**config.mk**
```make
export PLATFORM = sky130hd
export DESIGN_NAME = parallel_data_gearbox
export DESIGN_NICKNAME = d
export VERILOG_FILES = /design/src/rtl/pdg_pkg.sv /design/src/rtl/pdg_slice_mux.sv /design/src/rtl/parallel_data_gearbox.sv
export SDC_FILE = /design/constraint.sdc
export NUM_CORES = 1
export LEC_CHECK = 0
export BUFFER_PORTS_ARGS = -buffer_cell sky130_fd_sc_hd__buf_4
export CAP_MARGIN = 30
export CORE_MARGIN = 5
export CORE_UTILIZATION = 50
export DETAILED_ROUTE_END_ITERATION = 8
export GPL_TIMING_DRIVEN = 0
export PLACE_DENSITY = 0.77
export SLEW_MARGIN = 25
export SYNTH_ARGS = -nofsm -noshare
export SYNTH_HDL_FRONTEND = slang
export SYNTH_SLANG_ARGS = --single-unit
```
**constraint.sdc**
```tcl
create_clock -name clock -period 2.1 [get_ports clock]
set_input_delay 0.42 -clock clock [delete_from_list [all_inputs] [get_ports clock]]
set_output_delay 0.42 -clock clock [all_outputs]
set_load 0.1 [all_outputs]
```
**src/rtl/pdg_pkg.sv**
```systemverilog
// Shared constants and helpers for parallel_data_gearbox.
// Lane reversal inside each output beat is enabled by defining PDG_LANE_REVERSE_EN.
package pdg_pkg;

    localparam int PDG_SAMPLE_W     = 16;
    localparam int PDG_IN_LANES     = 8;
    // Widest word / sample the lane helper can carry
    localparam int PDG_MAX_WORD_W   = 2048;
    localparam int PDG_MAX_SAMPLE_W = 64;

    function automatic int pdg_ratio(input int in_lanes, input int out_lanes);
        return in_lanes / out_lanes;
    endfunction

    function automatic int pdg_ph_w(input int in_lanes, input int out_lanes);
        int r;
        r = in_lanes / out_lanes;
        return (r <= 1) ? 1 : $clog2(r);
    endfunction

    // Caller truncates the result to its own sample width.
    function automatic logic [PDG_MAX_SAMPLE_W-1:0] lane(input logic [PDG_MAX_WORD_W-1:0] word,
                                                         input int k, input int sample_w);
        return PDG_MAX_SAMPLE_W'(word >> (k * sample_w));
    endfunction

endpackage

```
**src/rtl/pdg_slice_mux.sv**
```systemverilog
// Combinational slice selector: picks the OUT_LANES samples of word at slot phase.
// PDG_LANE_REVERSE_EN reverses lane order within the beat.
module pdg_slice_mux
    import pdg_pkg::*;
#(
    parameter int SAMPLE_W  = PDG_SAMPLE_W,
    parameter int IN_LANES  = PDG_IN_LANES,
    parameter int OUT_LANES = 2,
    parameter int PH_W      = 2
) (
    input  logic [IN_LANES*SAMPLE_W-1:0]  word,
    input  logic [PH_W-1:0]               phase,
    output logic [OUT_LANES*SAMPLE_W-1:0] beat
);

    logic [PDG_MAX_WORD_W-1:0]          word_ext;
    logic [OUT_LANES-1:0][SAMPLE_W-1:0] lanes;

    assign word_ext = PDG_MAX_WORD_W'(word);

    for (genvar j = 0; j < OUT_LANES; j++) begin : g_lane
`ifdef PDG_LANE_REVERSE_EN
        localparam int SRC = OUT_LANES - 1 - j;
`else
        localparam int SRC = j;
`endif
        assign lanes[j] = SAMPLE_W'(lane(word_ext, int'(phase) * OUT_LANES + SRC, SAMPLE_W));
    end

    assign beat = lanes;

endmodule

```
**src/rtl/parallel_data_gearbox.sv**
```systemverilog
// Width-reducing gearbox: one IN_LANES word in, RATIO beats of OUT_LANES samples out.
// Optional PDG_LANE_REVERSE_EN reverses lanes within each beat (see pdg_slice_mux).
module parallel_data_gearbox
    import pdg_pkg::*;
#(
    parameter int SAMPLE_W  = PDG_SAMPLE_W,
    parameter int IN_LANES  = PDG_IN_LANES,
    parameter int OUT_LANES = 2,
    localparam int RATIO    = pdg_ratio(IN_LANES, OUT_LANES),
    localparam int PH_W     = pdg_ph_w(IN_LANES, OUT_LANES)
) (
    input  logic                          clock,
    input  logic                          resetn,
    input  logic [IN_LANES*SAMPLE_W-1:0]  s_data,
    input  logic                          s_valid,
    output logic                          s_ready,
    output logic [OUT_LANES*SAMPLE_W-1:0] m_data,
    output logic                          m_valid,
    input  logic                          m_ready,
    output logic [PH_W-1:0]               m_phase,
    output logic                          m_last
);

    if (OUT_LANES < 1 || IN_LANES % OUT_LANES != 0) begin : g_bad_lanes
        $error("parallel_data_gearbox: OUT_LANES must divide IN_LANES");
    end
    if (IN_LANES * SAMPLE_W > PDG_MAX_WORD_W || SAMPLE_W > PDG_MAX_SAMPLE_W) begin : g_bad_width
        $error("parallel_data_gearbox: word or sample too wide for pdg_pkg::lane");
    end

    localparam logic [PH_W-1:0] LAST_PH = PH_W'(RATIO - 1);

    logic [IN_LANES*SAMPLE_W-1:0] word_q;
    logic                         busy_q;
    logic [PH_W-1:0]              phase_q;
    logic                         at_last;
    logic                         accept;

    assign at_last = (phase_q == LAST_PH);
    // Last beat leaving frees the holding register in the same cycle
    assign s_ready = !busy_q || (m_ready && at_last);
    assign accept  = s_valid && s_ready;

    always_ff @(posedge clock) begin
        if (!resetn) begin
            word_q  <= '0;
            busy_q  <= 1'b0;
            phase_q <= '0;
        end else if (accept) begin
            word_q  <= s_data;
            busy_q  <= 1'b1;
            phase_q <= '0;
        end else if (busy_q && m_ready) begin
            if (at_last) begin
                busy_q  <= 1'b0;
                phase_q <= '0;
            end else begin
                phase_q <= phase_q + 1'b1;
            end
        end
    end

    pdg_slice_mux #(
        .SAMPLE_W (SAMPLE_W),
        .IN_LANES (IN_LANES),
        .OUT_LANES(OUT_LANES),
        .PH_W     (PH_W)
    ) u_mux (
        .word (word_q),
        .phase(phase_q),
        .beat (m_data)
    );

    assign m_valid = busy_q;
    assign m_phase = phase_q;
    assign m_last  = at_last;

endmodule

```
# After elaboration in Yosys (flattened, before gate mapping)

Cells that the tools add are included.

Register bits: 131
Bits in latches: 0
Memory bits (writable): 0
ROM bits: 0
Input bits: 132
Output and inout port bits: 37
Logic and storage cells: 22
Memories kept: 0

Add/sub/neg operators: 2
Multipliers: 0
Div/mod/pow operators: 0
Magnitude comparators: 0
Equality and inequality tests: 1
Shifts and indexed selects: 2
Mux-type cells: 4
Bitwise operators: 1
Reduce and logical (&&, ||, !) cells: 9

Operators with widths:

| operator            | number |
|---|---|
| $shr 128x32->16     | 1 |
| $shr 128x7->16      | 1 |
| $add 3x1->4 const B | 1 |
| $reduce_bool 2->1   | 2 |
| $logic_and 1x1->1   | 3 |
| $mux 1              | 3 |
| $add 2x1->2 const B | 1 |
| $eq 2x2->1 const B  | 1 |
| $mux 2              | 1 |
| $reduce_and 2->1    | 1 |
| $reduce_or 2->1     | 1 |
| $logic_not 1->1     | 1 |
| $logic_or 1x1->1    | 1 |
| $not 1->1           | 1 |

# Depth between registers and ports, before layout

Depth in word-level cells: 6
Mapped depth: 7
Depth with buffers taken out: 4

# Modules after synthesis

From an unflattened synthesis, not the netlist that was laid out.

Cell total of the unflattened synthesis: 611
Area, all modules: 6052.1 um2

Modules (own cells, without submodules):

| module                | instances | cells an instance | area an instance (um2) | seq. area each (um2) |
|---|---|---|---|---|
| parallel_data_gearbox | 1         | 572               | 5237.5                 | 2622.5 |
| pdg_slice_mux         | 1         | 39                | 814.5                  | 0.0 |

# Worst setup path before layout

Ideal clock, no wire load.

Kind: reg-to-output
From: register phase_q[1], in the netlist m_phase[1]
To: output s_ready
Arrival: 2.717 ns
Setup slack: -1.037 ns
Stages on the path, launching flop included: 4
Buffers on the path: 0
Cells stage by stage: dfxtp_1 -> ha_1 -> a21boi_2 -> inv_1

Cells in the longest elaborated chain, start to end: 3

RTL lines:

| element                | line                        | source |
|---|---|---|
| start, declared        | parallel_data_gearbox.sv:35 | `logic [PH_W-1:0] phase_q;` |
| start signal, assigned | parallel_data_gearbox.sv:58 | `phase_q <= phase_q + 1'b1;` |
| $eq 2x2->1             | parallel_data_gearbox.sv:39 | `assign at_last = (phase_q == LAST_PH);` |
| named net m_last       | parallel_data_gearbox.sv:21 | `output logic m_last` |
| $logic_and 1x1->1      | parallel_data_gearbox.sv:41 | `assign s_ready = !busy_q \|\| (m_ready && at_last);` |
| $logic_or 1x1->1       | parallel_data_gearbox.sv:41 |  |
| end, declared          | parallel_data_gearbox.sv:16 | `output logic s_ready,` |

The timed path passes the listed nets, and every way through them passes these cells.

# Worst setup path after layout

From: register phase_q[0], in the netlist m_phase[0]
To: output m_data[28]

Cells in the longest elaborated chain, start to end: 2

RTL lines:

| element         | line                        | source |
|---|---|---|
| $add 3x1->4     | pdg_slice_mux.sv:27         | `assign lanes[j] = SAMPLE_W'(lane(word_ext, int'(phase) * OUT_LANES + SRC, SAMPLE_W));` |
| $shr 128x32->16 | pdg_pkg.sv:24               | `return PDG_MAX_SAMPLE_W'(word >> (k * sample_w));` |
| end, declared   | parallel_data_gearbox.sv:17 | `output logic [OUT_LANES*SAMPLE_W-1:0] m_data,` |

Every way passes these cells.

==> metrics.yaml <==
place_congestion: 0.880
cts.clk_slew.worst_paths_ns: 0.05
cts_num_sinks: 131
critPathRequiredTime_ns: 1.68
syn_area_per_cell_um2: 9.98
violations: "negative setup slack"
pwr-share-seq: 0.384
cts_buffer_depth: 2
p_sw_uw: 1970
worst_pin_slew_ns: 0.603
seq_area_frac_synth: 0.429
swShare: 0.277
drc: 0
synthCells: 612
pin_count: 169
wirelength_um: 18300
seq_area_mm2: 0.00263
die_area_mm2: 0.0145
syn_nets: 745
hold_viol_final: 0
multi_input_area_mm2: 0.00308
maxCapViolCount: 0
internal-power_uw: 5150
max_freq_ghz: 0.446
vias: 5147
critPathKind: "register to output port"
hold_buffers: 0
tritoncts.num_buffers: 17
avgRoutedWirePerCell_um: 19.0
setup_viol: 32
p_comb_frac: 0.208
die_h_um: 121
slew_viol_final: 0
synthTopCellsByArea: "dfxtp_1, mux2i_1, nand2_1"
leakagePower_uw: 0.00372
grt_pass1_vias: 5532
syn_to_final_growth_pct: 39.4
dp_slack_ns: -0.0409
worst-path-max-fanout: 8
status: "finished with violations"
reg2reg_setup_slack_ns: 0.34
cts_root_buf: "clkbuf_16"
min_to: "m_valid$_SDFFE_PN0P_"
fin_crit_sh: 1.07
pwr-share-clk: 0.408
htree_num_levels: 4
critPathLaunchType: "register"
vias_per_cell: 5.35
port_buffers: 167
fp.dieW_um: 121
powerDensity_mw_per_mm2: 837
setup_ws_ns: -0.142
grtUsageTotal: 0.254
postRouteAntennaNets: 0
finalClockSkew_ns: 0.00490
dr.pass1.iters: 5
arrival_ns: 1.82
period_minus_slack_ns: 2.24
row_count: 40
min_path_cells: 2
clock_latency_ns: 0.42
antennaDiodeCount: 0
reg2reg_from: "m_phase[0]$_SDFFE_PP0P_"
grt_max_degree: 17
num-nets-final: 936
grt_pass1_wl_um: 28300
core_area_mm2: 0.0120
hp-start: "s_valid"
grt_overflow: 0
cts_tree: "built"
drive_above_1_share: 0.325
start_util: 0.508
ys_types: 20
critPathCaptureType: "output port"
yosysWarnings: 0
drt_iter0_drc: 279
hp-class: "input pin to register"
dp_hpwl_um: 12900
peakVddDrop_uv: 509
synth_top_area_frac: 0.429
utilization: 0.709
worstRegToRegCells: 8
r2r-end: "word_q[103]$_SDFFE_PN0P_"
antenna_found_initial: 0
slew_headroom: 0.598
syn-cell-area_mm2: 0.00611
synth-seq-cells: 131
nFillCells: 881
rsz0062_at_grt: "true"
crit_path_start: "m_phase[0]$_SDFFE_PP0P_"
yosysTopAreaCell: "dfxtp_1"
cells by family (layout without fill, tap and decap cells):
kind of cell | Yosys count | in the layout | share of synthesized area
multiplexers | 161 | 161 | 0.329
AND/OR/NAND/NOR | 262 | 262 | 0.165
flip-flops | 131 | 131 | 0.429
adder cells (fa/ha/maj) | 1 | 1 | 0.00205
AO/OA/AOI/OAI | 4 | 4 | 0.00492
buffers and inverters | 53 | 256 | 0.0697
routing by layer:
layer  global-route usage  share of wire  up-vias
met5                    0              0        -
met3               0.0702          0.078       36
met2                0.425           0.50      223
li1                     -              -     2430
met4                0.104          0.022        0
met1                0.308           0.40     2458
worst max-delay path, cell delays in order, from the launching register on:
cell	delay, ns
dfxtp_4	0.35
buf_12	0.16
clkbuf_16	0.17
mux4_2	0.51
buf_6	0.20
sequential cells by signal (all words and copies together), names as in the netlist:
register	flops
m_phase	2
m_valid	1
word_q	128
timing repair:
action | in CTS | in global routing
gates resized for setup | 48 | 12
endpoints found under the setup margin | 32 | 33
hold endpoints to repair | 0 | 0
gates cloned | 1 | 2
setup buffers | 3 | 0
metrics by stage:
step / cells / cell area, µm² / power (µW) / TNS (ns) / hold WS (ns)
2_1_floorplan: 612 / 6160 / 3710 / -0.107 / 0.432
3_3_place_gp: 926 / 7600 / 4120 / -0.0264 / 0.439
3_5_place_dp: 926 / 7600 / 4150 / -0.205 / 0.444
4_1_cts: 960 / 8410 / 7110 / -3.79 / 0.218
5_1_grt: 962 / 8510 / 7340 / -5.19 / 0.226
6_report: 962 / 8510 / 7120 / -3.84 / 0.226
power by group through the flow:
stage               Sequential, µW  Clock (µW)  Combinational (µW)
finish                        2730        2910                1480
global route                  2750        3040                1560
CTS                           2730        2920                1450
detailed placement            2780           0                1370
global placement              2770           0                1350
floorplan                     2770           0                 938
layout by cell type (no fill, tap or decap):
| master | n |
|---|---|
| clkinvlp_4 | 1 |
| buf_4 | 140 |
| a21boi_4 | 1 |
| clkbuf_8 | 8 |
| mux4_2 | 32 |
| nand2_1 | 257 |
| dfxtp_4 | 2 |
| o21ai_0 | 1 |
| nor2b_1 | 2 |
| dfxtp_1 | 129 |
| buf_8 | 6 |
| buf_16 | 1 |
| a31oi_1 | 1 |
| clkinv_2 | 2 |
| bufinv_16 | 1 |
| nor3b_2 | 1 |
| o21a_1 | 1 |
| mux2i_1 | 129 |
| buf_12 | 20 |
| clkbuf_16 | 19 |
| nand2b_1 | 1 |
| buf_1 | 1 |
| clkbuf_1 | 27 |
| or3b_1 | 1 |
| buf_2 | 4 |
| ha_4 | 1 |
| buf_6 | 26 |
layout make-up:
class / count / area share
Buffer: 51 / 0.0561
Clock buffer: 28 / 0.0642
Clock inverter: 3 / 0.00470
Inverter: 1 / 0.000882
Multi-Input combinational cell: 428 / 0.362
Sequential cell: 131 / 0.309
Tap cell: 147 / 0.0216
Timing Repair Buffer: 173 / 0.182
synth_stat cells:
| library cell | number |
|---|---|
| a21boi_2 | 1 |
| a31oi_1 | 1 |
| buf_1 | 1 |
| buf_12 | 11 |
| buf_2 | 8 |
| buf_4 | 4 |
| buf_6 | 3 |
| clkbuf_1 | 25 |
| dfxtp_1 | 131 |
| ha_1 | 1 |
| inv_1 | 1 |
| mux2i_1 | 129 |
| mux4_2 | 32 |
| nand2_1 | 257 |
| nand2b_1 | 1 |
| nor2b_1 | 2 |
| nor3b_2 | 1 |
| o21a_1 | 1 |
| o21ai_0 | 1 |
| or3b_1 | 1 |
worst max-delay path by stage:
stage	to
4_1_cts	m_data[18]
3_5_place_dp	m_data[11]
3_3_place_gp	m_data[11]
2_1_floorplan	s_ready
5_1_grt	m_data[12]
6_report	m_data[28]
Power figures use the tool's default switching activity.
